--- src/rtl/riscv_pkg.sv ---
// Shared RV32 decode definitions: opcodes, field positions, immediate kinds
// and the registered bundle the decode stage hands to execute.
package riscv_pkg;

  localparam logic [6:0] OP_LOAD   = 7'b0000011;
  localparam logic [6:0] OP_IMM    = 7'b0010011;
  localparam logic [6:0] OP_JALR   = 7'b1100111;
  localparam logic [6:0] OP_STORE  = 7'b0100011;
  localparam logic [6:0] OP_BRANCH = 7'b1100011;
  localparam logic [6:0] OP_LUI    = 7'b0110111;
  localparam logic [6:0] OP_AUIPC  = 7'b0010111;
  localparam logic [6:0] OP_JAL    = 7'b1101111;
  localparam logic [6:0] OP_REG    = 7'b0110011;

  localparam int REG_ADDR_W    = 5;
  localparam int OPCODE_LSB    = 0;
  localparam int OPCODE_W      = 7;
  localparam int RD_LSB        = 7;
  localparam int FUNCT3_LSB    = 12;
  localparam int FUNCT3_W      = 3;
  localparam int RS1_LSB       = 15;
  localparam int RS2_LSB       = 20;
  localparam int FUNCT7_B5_BIT = 30;

  // IMM_NONE is a legal format with no immediate (R-type); IMM_BAD is unknown.
  typedef enum logic [2:0] {
    IMM_NONE,
    IMM_I,
    IMM_S,
    IMM_B,
    IMM_U,
    IMM_J,
    IMM_BAD
  } immType_t;

  typedef struct packed {
    logic [31:0]           pc;
    logic [31:0]           rs1Val;
    logic [31:0]           rs2Val;
    logic [31:0]           imm;
    logic [REG_ADDR_W-1:0] rd;
    logic [OPCODE_W-1:0]   opcode;
    logic [FUNCT3_W-1:0]   funct3;
    logic                  funct7B5;
    logic                  illegal;
  } decodedInstr_t;

  function automatic immType_t decodeImmType(input logic [6:0] opcode);
    case (opcode)
      OP_LOAD, OP_IMM, OP_JALR: return IMM_I;
      OP_STORE:                 return IMM_S;
      OP_BRANCH:                return IMM_B;
      OP_LUI, OP_AUIPC:         return IMM_U;
      OP_JAL:                   return IMM_J;
      OP_REG:                   return IMM_NONE;
      default:                  return IMM_BAD;
    endcase
  endfunction

endpackage

--- src/rtl/imm_gen.sv ---
// Combinational immediate extraction and legality check for one RV32
// instruction word.
module imm_gen
  import riscv_pkg::*;
(
  input  logic [31:0] instr,
  output logic [31:0] imm,
  output logic        illegal
);

  immType_t immType;

  assign immType = decodeImmType(instr[OPCODE_LSB +: OPCODE_W]);

  always_comb begin
    // NOTE: every output gets a default first so no path leaves it unassigned
    // and no latch is inferred.
    imm     = '0;
    illegal = 1'b0;
    case (immType)
      IMM_I:    imm = {{20{instr[31]}}, instr[31:20]};
      IMM_S:    imm = {{20{instr[31]}}, instr[31:25], instr[11:7]};
      IMM_B:    imm = {{19{instr[31]}}, instr[31], instr[7], instr[30:25], instr[11:8], 1'b0};
      IMM_U:    imm = {instr[31:12], 12'b0};
      IMM_J:    imm = {{11{instr[31]}}, instr[31], instr[19:12], instr[20], instr[30:21], 1'b0};
      IMM_NONE: imm = '0;
      default:  illegal = 1'b1;
    endcase
    if (instr[1:0] != 2'b11) illegal = 1'b1;
  end

endmodule

--- src/rtl/instr_decode_stage.sv ---
// Decode pipeline stage: register-file read, immediate generation and a
// one-entry output register with valid/ready handshake. Define
// ID_WB_BYPASS_EN to forward writeback data instead of stalling on a hazard.
module instr_decode_stage
  import riscv_pkg::*;
(
  input  logic        clk,
  input  logic        rst,

  input  logic        in_valid,
  output logic        in_ready,
  input  logic [31:0] in_instr,
  input  logic [31:0] in_pc,

  output logic [4:0]  rf_rs1_addr,
  output logic [4:0]  rf_rs2_addr,
  input  logic [31:0] rf_rs1_data,
  input  logic [31:0] rf_rs2_data,

  input  logic        wb_we,
  input  logic [4:0]  wb_addr,
  input  logic [31:0] wb_data,

  input  logic        flush,

  output logic        out_valid,
  input  logic        out_ready,
  output logic [31:0] out_pc,
  output logic [31:0] out_rs1_val,
  output logic [31:0] out_rs2_val,
  output logic [31:0] out_imm,
  output logic [4:0]  out_rd,
  output logic [6:0]  out_opcode,
  output logic [2:0]  out_funct3,
  output logic        out_funct7_b5,
  output logic        out_illegal
);

  logic [REG_ADDR_W-1:0] rs1Addr;
  logic [REG_ADDR_W-1:0] rs2Addr;
  logic [31:0]           rs1Val;
  logic [31:0]           rs2Val;
  logic [31:0]           immNext;
  logic                  illegalNext;
  logic                  hazardStall;
  logic                  transfer;
  decodedInstr_t         nextOut;
  decodedInstr_t         outReg;

  assign rs1Addr     = in_instr[RS1_LSB +: REG_ADDR_W];
  assign rs2Addr     = in_instr[RS2_LSB +: REG_ADDR_W];
  assign rf_rs1_addr = rs1Addr;
  assign rf_rs2_addr = rs2Addr;

  imm_gen immGenInst (
    .instr   (in_instr),
    .imm     (immNext),
    .illegal (illegalNext)
  );

`ifdef ID_WB_BYPASS_EN
  assign hazardStall = 1'b0;

  // x0 always reads zero; otherwise a same-cycle writeback wins over the RF.
  always_comb begin
    rs1Val = (rs1Addr == '0) ? '0 : rf_rs1_data;
    rs2Val = (rs2Addr == '0) ? '0 : rf_rs2_data;
    if (wb_we && rs1Addr != '0 && wb_addr == rs1Addr) rs1Val = wb_data;
    if (wb_we && rs2Addr != '0 && wb_addr == rs2Addr) rs2Val = wb_data;
  end
`else
  logic unusedWbData;

  // The RF write lands this cycle, so hold one cycle and read it next time.
  assign hazardStall = in_valid && wb_we && (wb_addr != '0) &&
                       ((wb_addr == rs1Addr) || (wb_addr == rs2Addr));
  assign unusedWbData = ^wb_data;

  always_comb begin
    rs1Val = (rs1Addr == '0) ? '0 : rf_rs1_data;
    rs2Val = (rs2Addr == '0) ? '0 : rf_rs2_data;
  end
`endif

  assign in_ready = (!out_valid || out_ready) && !hazardStall && !flush;
  assign transfer = in_valid && in_ready;

  always_comb begin
    nextOut          = '0;
    nextOut.pc       = in_pc;
    nextOut.rs1Val   = rs1Val;
    nextOut.rs2Val   = rs2Val;
    nextOut.imm      = immNext;
    nextOut.rd       = in_instr[RD_LSB +: REG_ADDR_W];
    nextOut.opcode   = in_instr[OPCODE_LSB +: OPCODE_W];
    nextOut.funct3   = in_instr[FUNCT3_LSB +: FUNCT3_W];
    nextOut.funct7B5 = in_instr[FUNCT7_B5_BIT];
    nextOut.illegal  = illegalNext;
  end

  // Flush beats both capture and hold; the data fields keep their last value.
  always_ff @(posedge clk or posedge rst) begin
    if (rst) begin
      // NOTE: this is a handful of pipeline flops, not a memory array, so the
      // whole bundle is cleared on reset to give execute a defined view.
      out_valid <= 1'b0;
      outReg    <= '0;
    end else if (flush) begin
      out_valid <= 1'b0;
    end else if (transfer) begin
      // NOTE: non-blocking assignments keep every flop sampling pre-edge values.
      out_valid <= 1'b1;
      outReg    <= nextOut;
    end else if (out_ready) begin
      out_valid <= 1'b0;
    end
  end

  assign out_pc        = outReg.pc;
  assign out_rs1_val   = outReg.rs1Val;
  assign out_rs2_val   = outReg.rs2Val;
  assign out_imm       = outReg.imm;
  assign out_rd        = outReg.rd;
  assign out_opcode    = outReg.opcode;
  assign out_funct3    = outReg.funct3;
  assign out_funct7_b5 = outReg.funct7B5;
  assign out_illegal   = outReg.illegal;

endmodule

--- config.mk ---
export PLATFORM = sky130hd
export DESIGN_NAME = instr_decode_stage
export DESIGN_NICKNAME = d
export VERILOG_FILES = /design/src/rtl/riscv_pkg.sv /design/src/rtl/imm_gen.sv /design/src/rtl/instr_decode_stage.sv
export SDC_FILE = /design/constraint.sdc
export NUM_CORES = 1
export LEC_CHECK = 0
export CAP_MARGIN = 20
export CORE_UTILIZATION = 41
export CTS_CLUSTER_DIAMETER = 80
export DETAILED_ROUTE_END_ITERATION = 6
export GPL_ROUTABILITY_DRIVEN = 0
export PLACE_DENSITY = 0.89
export SLEW_MARGIN = 20
export SYNTH_ARGS = -nofsm -noshare
export SYNTH_HDL_FRONTEND = slang
export SYNTH_SLANG_ARGS = --single-unit
--- constraint.sdc ---
create_clock -name clk -period 6.4 [get_ports clk]
set_input_delay 1.28 -clock clk [delete_from_list [all_inputs] [get_ports clk]]
set_output_delay 1.28 -clock clk [all_outputs]
set_load 0.05 [all_outputs]
==> results of run 1 <==
-- cell families (layout without fill, tap and decap cells) --
| family | count (synthesis) | count (layout) | share of synthesized area |
|---|---|---|---|
| DFF | 146 | 146 | 0.554 |
| muxes | 140 | 140 | 0.235 |
| and+or+nand+nor | 103 | 103 | 0.0927 |
| buffers and inverters | 66 | 362 | 0.0582 |
| AOI/OAI and AO/OA | 46 | 46 | 0.0472 |
| xor gates and xnor gates | 10 | 10 | 0.0133 |
-- synth_stat cells (4+ instances only) --
master / number
nor2_1: 6
mux2i_1: 20
mux2_1: 24
buf_4: 21
a21oi_1: 13
nand2b_1: 4
a22o_1: 4
inv_1: 28
a31oi_1: 15
dfrtp_1: 146
o2bb2ai_1: 6
clkbuf_1: 11
mux2_2: 96
nand2_1: 8
xnor2_1: 10
nor2b_1: 66
-- area by class of cell --
type,count,area [um^2]
sequential,146,3650
timing repair buffer,302,3030
multi-input combinational,299,2590
clock buffer,21,470
fill,1221,5420
tap,216,270
clock inverter,11,221
inverter,28,110
-- metrics by stage --
step / cell area [um^2] / hold slack, ps
finish: 10300 / 484
floorplan: 6600 / 744
global placement: 9650 / 468
detailed placement: 9650 / 475
CTS: 10300 / 488
global route: 10300 / 499
-- state kept, by name, indices dropped and copies added, names as in the netlist --
register and flops:
out_rs1_val 32, out_pc 32, out_opcode 7, out_valid 1
out_funct7_b5 1, out_illegal 1, out_rd 5, out_imm 32
out_funct3 3, out_rs2_val 32
-- layer usage --
| layer | track usage | vias to the layer above |
|---|---|---|
| li1 | - | 2317 |
| met1 | 0.246 | 2468 |
| met2 | 0.362 | 204 |
| met3 | 0.0769 | 19 |
| met4 | 0.0754 | 0 |
| met5 | 0 | - |
-- worst max path at each step --
stage | from | end | slack (ps) | cells after the start
after floorplan | rst | out_funct3[0] | 1200 | 1
final | wb_addr[0] | in_ready | 1570 | 5
after detailed placement | wb_addr[0] | in_ready | 1580 | 5
after global placement | wb_addr[0] | in_ready | 1560 | 5
after CTS | wb_addr[0] | in_ready | 1570 | 5
after global routing | wb_addr[0] | in_ready | 1490 | 5
-- power groups by stage --
stage          sequential, mW  combinational, mW  clock [mW]
2_1_floorplan            1.67              0.233           0
3_3_place_gp             1.15               1.19           0
3_5_place_dp             1.16               1.20           0
4_1_cts                  1.14               1.20        1.19
5_1_grt                  1.16               1.24        1.22
6_report                 1.14               1.19        1.17
==> impl_metrics.toml, run 1 <==
[min_path]
min-delay-path-class = "register to register"
min_delay_worst_endpoint = "out_rs2_val[5]"
hold_depth = 1
holdCritStartpoint = "out_rs2_val[5]"

[setup_path]
setup.worst_path.start_class = "input pin"
worst_r2r_startpoint = "out_valid"
critical_path.max_fanout = 4
worstSetupPathType = "input pin to primary output"
critical_path.n_buffers_inverters = 2
cp_slowest_cell = "clkdlybuf4s50_1"
r2r_slack_ps = 4330
regToRegEndpoint = "out_rs2_val[25]"
timing.critical_path.arrival_ps = 3550
timing.critical_path.mode_cell = "clkdlybuf4s50_1"
setup.worst_path.end_class = "primary output"
critPathTopFamily = "buffers and inverters"
timing.reg2reg.worst_path_depth = 5
cp_cell_sequence = "clkdlybuf4s50_1 -> or4_1 -> o21a_1 -> a31oi_1 -> clkdlybuf4s50_1"
slowest_stage_delay_cp_ps = 830
critical_path_required_ps = 5120

[drt]
drt_pre_antenna_iters = 4
wl_met1_um = 6840
highest_layer = "met4"
number_of_drc_markers_after_the_initial_detailed_route_iteration = 174
via_per_inst = 4.90
totalWireLength_um = 17400
vias = 5008
met2_routed_wirelength_um = 8720
final_antenna_net_count = 0
routed-wl-met3_um = 1590
wl_per_cell_um = 17.0
route.detailed.drc = 0

[timing]
slew_headroom = 0.350
max_clock_freq_mhz = 207
hold_viol_final = 0
final.min_clock_period_ps = 4830
worstMarginPinSlew_ps = 976
timing.final.setup_violations = 0
unrepaired_setup_endpoints_after_global_routing = "false"
final_max_slew_viol_count = 0
postLayoutSetupSlackWorst_ps = 1570
post-route-period-util = 0.755
post_route_setup_tns_ps = 0
clock-skew-final_ps = 7.76

[clocking]
post_cts_resize_count = 0
cts_tree = "built"
path_clk_slew_ps = 60
maximum_clock_path_buffer_count = 2
ctsHoldBuffers = 0
number_of_h_tree_levels = 4
postCtsSetupBuffers = 0
cts.sinks = 146
worst_skew_pair.late_latency_ps = 410
number_of_cts_inserted_buffers = 17
cts-root-buf = "clkbuf_16"

[final_layout]
most_used_cells_in_the_layout_excluding_fill_and_tap_cells = "clkdlybuf4s50_1, dfrtp_1, mux2_2"
share_of_cells_above_drive_strength_1 = 0.175
final_common_cell = "clkdlybuf4s50_1"
final-instance-count-excl-fill = 1023
area.growth.synth_to_final_pct = 56.8
final_nets = 965
utilization_of_the_core_after_routing = 0.656
insertedDiodeCount = 0

[floorplan]
fp.coreArea_um2 = 15800
initial_utilization = 0.419
core.rowCount = 46
dieWidth_um = 129
chipHeight_um = 129
floorplan.io_pins = 328
dieArea_um2 = 16600

[synth]
yosysWarnings = 0
synth_top_cells_by_area = "dfrtp_1, mux2_2, nor2b_1, mux2_1, mux2i_1"
postSynthNetCount = 682
ys_async_sr_fraction = 1.00
synth_area_leader_cell = "dfrtp_1"
synth.distinct_cells = 37
synth-main-ff-cell = "dfrtp_1"
postSynthRegisterBits = 146
synth_largest_type_area_fraction = 0.554
synth_enable_flop_cells = 0
yosysSeqAreaShare = 0.554
avgSynthCellArea_um2 = 12.9
synthesis.instances = 511
synthesis.area_um2 = 6600

[global_routing]
globalRouteTotalUtil = 0.212
grt_remaining_overflow = 0
maximum_number_of_pins_on_one_net_before_global_route_repair = 106
grt_first_pass_wirelength_um = 26900
antenna_found_initial = 0
first_global_vias = 5093

[pwr]
share_comb_of_total_power = 0.341
p_int_mw = 2.29
leakage_nw = 4.20
power.switching_mw = 1.21
power_density_nw_per_um2 = 338
share_of_total_power_consumed_by_net_switching = 0.345
clkPwrFrac = 0.333
seq_power_share = 0.326
fin_total_pwr_mw = 3.50
vdd_drop_max_uv = 173

[placement]
place_hpwl_um = 12400
cell_total_after_placement = 991
place_worst_setup_slack_ps = 1580
placement.io_buffers = 295

[job]
maxCapViolations = 0

[status]
outcome = "complete, no violations"
Note: power is estimated with default switching activity, not from simulation.
==> inputs of run 2 (changes only) <==
CORE_UTILIZATION = 37   (was 41)
PLACE_DENSITY = 0.85   (was 0.89)
clock period = 4 ns   (was 6.4 ns; I/O delays follow)
==> run 2 against run 1 <==
Compared with the run above: global-route usage decreased by 1.6 points; clock skew is 1.3 ps lower; sequential power is 60% higher; total power increased by 53%; worst setup slack lost 960 ps; core utilization decreased by 6.1 points; highest routed layer unchanged.
==> impl_metrics.toml, run 2 (synthesis results as in run 1) <==
[status]
outcome = "complete, no violations"

[timing]
hold_viol_final = 0
unrepaired_setup_endpoints_after_global_routing = "false"
post-route-period-util = 0.848
max_clock_freq_mhz = 295
timing.final.setup_violations = 0
final.min_clock_period_ps = 3390
slew_headroom = 0.415
fin_worst_hold_slack_ps = 484
final_max_slew_viol_count = 0
post_route_setup_tns_ps = 0
clock-skew-final_ps = 6.51
worstMarginPinSlew_ps = 872

[setup_path]
timing.reg2reg.worst_path_depth = 5
setup.worst_path.end_class = "primary output"
cp_slowest_cell = "or4_1"
setup.worst_path.start_class = "input pin"
cp_cell_sequence = "clkdlybuf4s50_1 -> or4_1 -> o21a_1 -> a31oi_1 -> buf_12"
slowest_stage_delay_cp_ps = 550
critical_path_required_ps = 3200
critical_path.max_fanout = 4
timing.critical_path.arrival_ps = 2590
r2r_slack_ps = 2150
worst_r2r_startpoint = "out_valid"
worstSetupPathType = "input pin to primary output"
regToRegEndpoint = "out_rs1_val[14]"

[drt]
totalWireLength_um = 17900
wl_per_cell_um = 17.3
route.detailed.drc = 0
via_per_inst = 4.80
final_antenna_net_count = 0
vias = 4983
drt_pre_antenna_iters = 5
number_of_drc_markers_after_the_initial_detailed_route_iteration = 144

[floorplan]
floorplan.io_pins = 328
initial_utilization = 0.380
core.rowCount = 48
chipHeight_um = 136
dieWidth_um = 136
dieArea_um2 = 18400
fp.coreArea_um2 = 17400

[final_layout]
final_common_cell = "clkdlybuf4s50_1"
utilization_of_the_core_after_routing = 0.595
share_of_cells_above_drive_strength_1 = 0.185
most_used_cells_in_the_layout_excluding_fill_and_tap_cells = "clkdlybuf4s50_1, dfrtp_1, mux2_2"
filler_cell_count = 1442
final_design_area_no_fill_um2 = 10300
insertedDiodeCount = 0
final_nets = 971
area.growth.synth_to_final_pct = 56.5

[clocking]
path_clk_slew_ps = 60
postCtsSetupBuffers = 0
maximum_clock_path_buffer_count = 2
worst_skew_pair.late_latency_ps = 410
cts.sinks = 146
number_of_cts_inserted_buffers = 17
ctsHoldBuffers = 0
post_cts_resize_count = 0
cts_tree = "built"
cts-root-buf = "clkbuf_16"
number_of_h_tree_levels = 4

[placement]
placement.io_buffers = 295
placed_cell_area_um2 = 9730
place_hpwl_um = 13100

[global_routing]
antenna_found_initial = 0
first_global_vias = 5233
globalRouteTotalUtil = 0.196
maximum_number_of_pins_on_one_net_before_global_route_repair = 87
grt_remaining_overflow = 0
grt_first_pass_wirelength_um = 27600

[pwr]
vdd_drop_max_uv = 338
fin_total_pwr_mw = 5.35
power_density_nw_per_um2 = 518
leakage_nw = 4.19

[min_path]
min-delay-path-class = "register to register"
hold_depth = 1
holdCritStartpoint = "out_rs2_val[19]"
min_delay_worst_endpoint = "out_rs2_val[19]"

[job]
maxCapViolations = 0
## run 2: worst max path at each step
| stage | startpoint | end | slack [ps] | cells past startpoint |
|---|---|---|---|---|
| after floorplan | wb_addr[0] | in_ready | 830 | 3 |
| after global placement | wb_addr[0] | in_ready | 650 | 5 |
| after detailed placement | wb_addr[0] | in_ready | 610 | 5 |
| after CTS | wb_addr[0] | in_ready | 610 | 5 |
| after global routing | in_instr[16] | in_ready | 510 | 6 |
| final | wb_addr[0] | in_ready | 610 | 5 |
## run 2: area by class of cell
cell class / instances / area (um^2) / area share
clock buffers: 19 / 453 / 0.0438
clock inverters: 13 / 149 / 0.0144
inverters: 28 / 109 / 0.0105
multi-input cells: 299 / 2590 / 0.250
flip-flops and latches: 146 / 3650 / 0.354
well taps: 225 / 282 / 0.0272
repair buffers: 308 / 3100 / 0.300
## run 2: stage by stage
step	std cells	worst slack, ps
2_1_floorplan	511	831
3_3_place_gp	1006	652
3_5_place_dp	1006	605
4_1_cts	1038	605
5_1_grt	1038	510
6_report	1038	609
## run 2: critical path: cells and delay by family
kind / cells / cell delay (ps)
buffers and inverters: 2 / 660
AO/OA/AOI/OAI: 2 / 570
AND/OR/NAND/NOR: 1 / 550
## run 2: power by group
group	leakage (nW)	switching (mW)	internal (mW)	total [mW]
Clock	0.292	0.649	0.963	1.61
Sequential	1.79	0.114	1.71	1.82
Combinational	2.12	1.18	0.734	1.91
Total	4.19	1.94	3.41	5.35
## run 2: routing by layer
| layer | vias up | track usage | part of all wire |
|---|---|---|---|
| met2 | 203 | 0.315 | 0.50 |
| met3 | 30 | 0.0726 | 0.074 |
| li1 | 2329 | - | - |
| met5 | - | 0 | 0 |
| met1 | 2421 | 0.233 | 0.41 |
| met4 | 0 | 0.0886 | 0.024 |
==> inputs of run 3 (changes only) <==
CORE_UTILIZATION = 41   (was 37)
PLACE_DENSITY = 0.89   (was 0.85)
clock period = 3.2 ns   (was 4 ns; I/O delays follow)
==> run 3 against run 2 <==
Compared with the run above: worst setup slack got worse by 500 ps; die area decreased by 9.6%; register-to-register slack lost 740 ps; largest power group unchanged; sequential power increased by 26%; sequential share of layout area down 0.41 points; total power increased by 30%; core utilization increased by 6.8 points; cell area rose by 1.2%; via count grew 1.1%; first-iteration DRC count increased by 15%; combinational power increased by 26%.
==> impl_metrics.toml, run 3 (synthesis results as in run 1) <==
[final_layout]
final_common_cell = "clkdlybuf4s50_1"
most_used_cells_in_the_layout_excluding_fill_and_tap_cells = "clkdlybuf4s50_1, dfrtp_1, mux2_2"
share_of_cells_above_drive_strength_1 = 0.188
filler_cell_count = 1214
final_nets = 976
final-instance-count-excl-fill = 1034
final_design_area_no_fill_um2 = 10500
insertedDiodeCount = 0
area.growth.synth_to_final_pct = 58.4

[setup_path]
timing.critical_path.arrival_ps = 2450
timing.reg2reg.worst_path_depth = 6
r2r_slack_ps = 1410
worstSetupPathType = "input pin to primary output"
critical_path.max_fanout = 4
critical_path_required_ps = 2560
worst_r2r_startpoint = "out_valid"
setup.worst_path.start_class = "input pin"
regToRegEndpoint = "out_opcode[2]"
setup.worst_path.end_class = "primary output"

[drt]
route.detailed.drc = 0
number_of_drc_markers_after_the_initial_detailed_route_iteration = 165
drt_pre_antenna_iters = 4
totalWireLength_um = 17800
final_antenna_net_count = 0
via_per_inst = 4.87
vias = 5037
wl_per_cell_um = 17.2

[global_routing]
first_global_vias = 5186
grt_remaining_overflow = 0
maximum_number_of_pins_on_one_net_before_global_route_repair = 147
grt_first_pass_wirelength_um = 27100
antenna_found_initial = 0
globalRouteTotalUtil = 0.216

[clocking]
number_of_h_tree_levels = 4
worst_skew_pair.late_latency_ps = 400
cts_tree = "built"
number_of_cts_inserted_buffers = 17
cts.sinks = 146
postCtsSetupBuffers = 0
ctsHoldBuffers = 0
maximum_clock_path_buffer_count = 2
post_cts_resize_count = 0
path_clk_slew_ps = 60
cts-root-buf = "clkbuf_16"

[floorplan]
initial_utilization = 0.419
fp.coreArea_um2 = 15800
floorplan.io_pins = 328
dieWidth_um = 129
chipHeight_um = 129
core.rowCount = 46
dieArea_um2 = 16600

[timing]
clock-skew-final_ps = 4.08
post_route_setup_tns_ps = 0
slew_headroom = 0.460
hold_viol_final = 0
final.min_clock_period_ps = 3090
worstMarginPinSlew_ps = 804
final_max_slew_viol_count = 0
unrepaired_setup_endpoints_after_global_routing = "false"
post-route-period-util = 0.967
postLayoutSetupSlackWorst_ps = 105
timing.final.setup_violations = 0
max_clock_freq_mhz = 323

[pwr]
power_density_nw_per_um2 = 665
leakage_nw = 4.26
vdd_drop_max_uv = 602

[min_path]
hold_depth = 1
holdCritStartpoint = "out_rs2_val[5]"
min_delay_worst_endpoint = "out_rs2_val[5]"
min-delay-path-class = "register to register"

[placement]
place_worst_setup_slack_ps = 138
cell_total_after_placement = 1002
placed_cell_area_um2 = 9770
placement.io_buffers = 295
place_hpwl_um = 12900

[status]
outcome = "complete, no violations"

[job]
maxCapViolations = 0
==> run 3: cell type report <==
type | instances | area, um^2 | area share
timing repair buffer | 313 | 3160 | 0.302
inverter | 28 | 109 | 0.0104
clock inverter | 8 | 170 | 0.0163
sequential | 146 | 3650 | 0.349
tap | 216 | 270 | 0.0259
clock buffer | 24 | 512 | 0.0490
multi-input combinational | 299 | 2580 | 0.247
==> run 3: metrics by stage <==
stage                     power (mW)  hold WS (ps)  utilization
after floorplan                 3.81           703            -
after global placement          4.69           467        0.620
after detailed placement        4.74           476        0.620
after CTS                       7.03           489        0.663
after global routing            7.21           495        0.663
final                           6.95           485        0.663
==> run 3: worst max path at each step <==
| stage | startpoint | to | cells past startpoint |
|---|---|---|---|
| global placement | wb_addr[1] | out_opcode[2] | 7 |
| CTS | wb_addr[1] | in_ready | 5 |
| global route | wb_addr[1] | in_ready | 5 |
| floorplan | wb_addr[0] | in_ready | 3 |
| finish | wb_addr[1] | in_ready | 5 |
| detailed placement | wb_addr[1] | in_ready | 5 |
==> run 3: worst max-delay path, stage by stage <==
cell	delay (ps)
clkdlybuf4s50_1	480
or4_1	530
o21a_1	270
a31oi_1	350
buf_12	190
==> run 3: per-layer routing <==
layer | track usage | vias up | part of all wire
met1 | 0.239 | 2448 | 0.38
met3 | 0.0848 | 30 | 0.093
met2 | 0.366 | 226 | 0.50
met4 | 0.100 | 0 | 0.025
met5 | 0 | - | 0
li1 | - | 2333 | -
==> run 3: power breakdown <==
group          switching (mW)  internal [mW]  total, mW  leakage, nW
Sequential              0.148           2.14       2.29         1.79
Clock                   0.751           1.51       2.26        0.329
Combinational            1.48          0.924       2.41         2.15
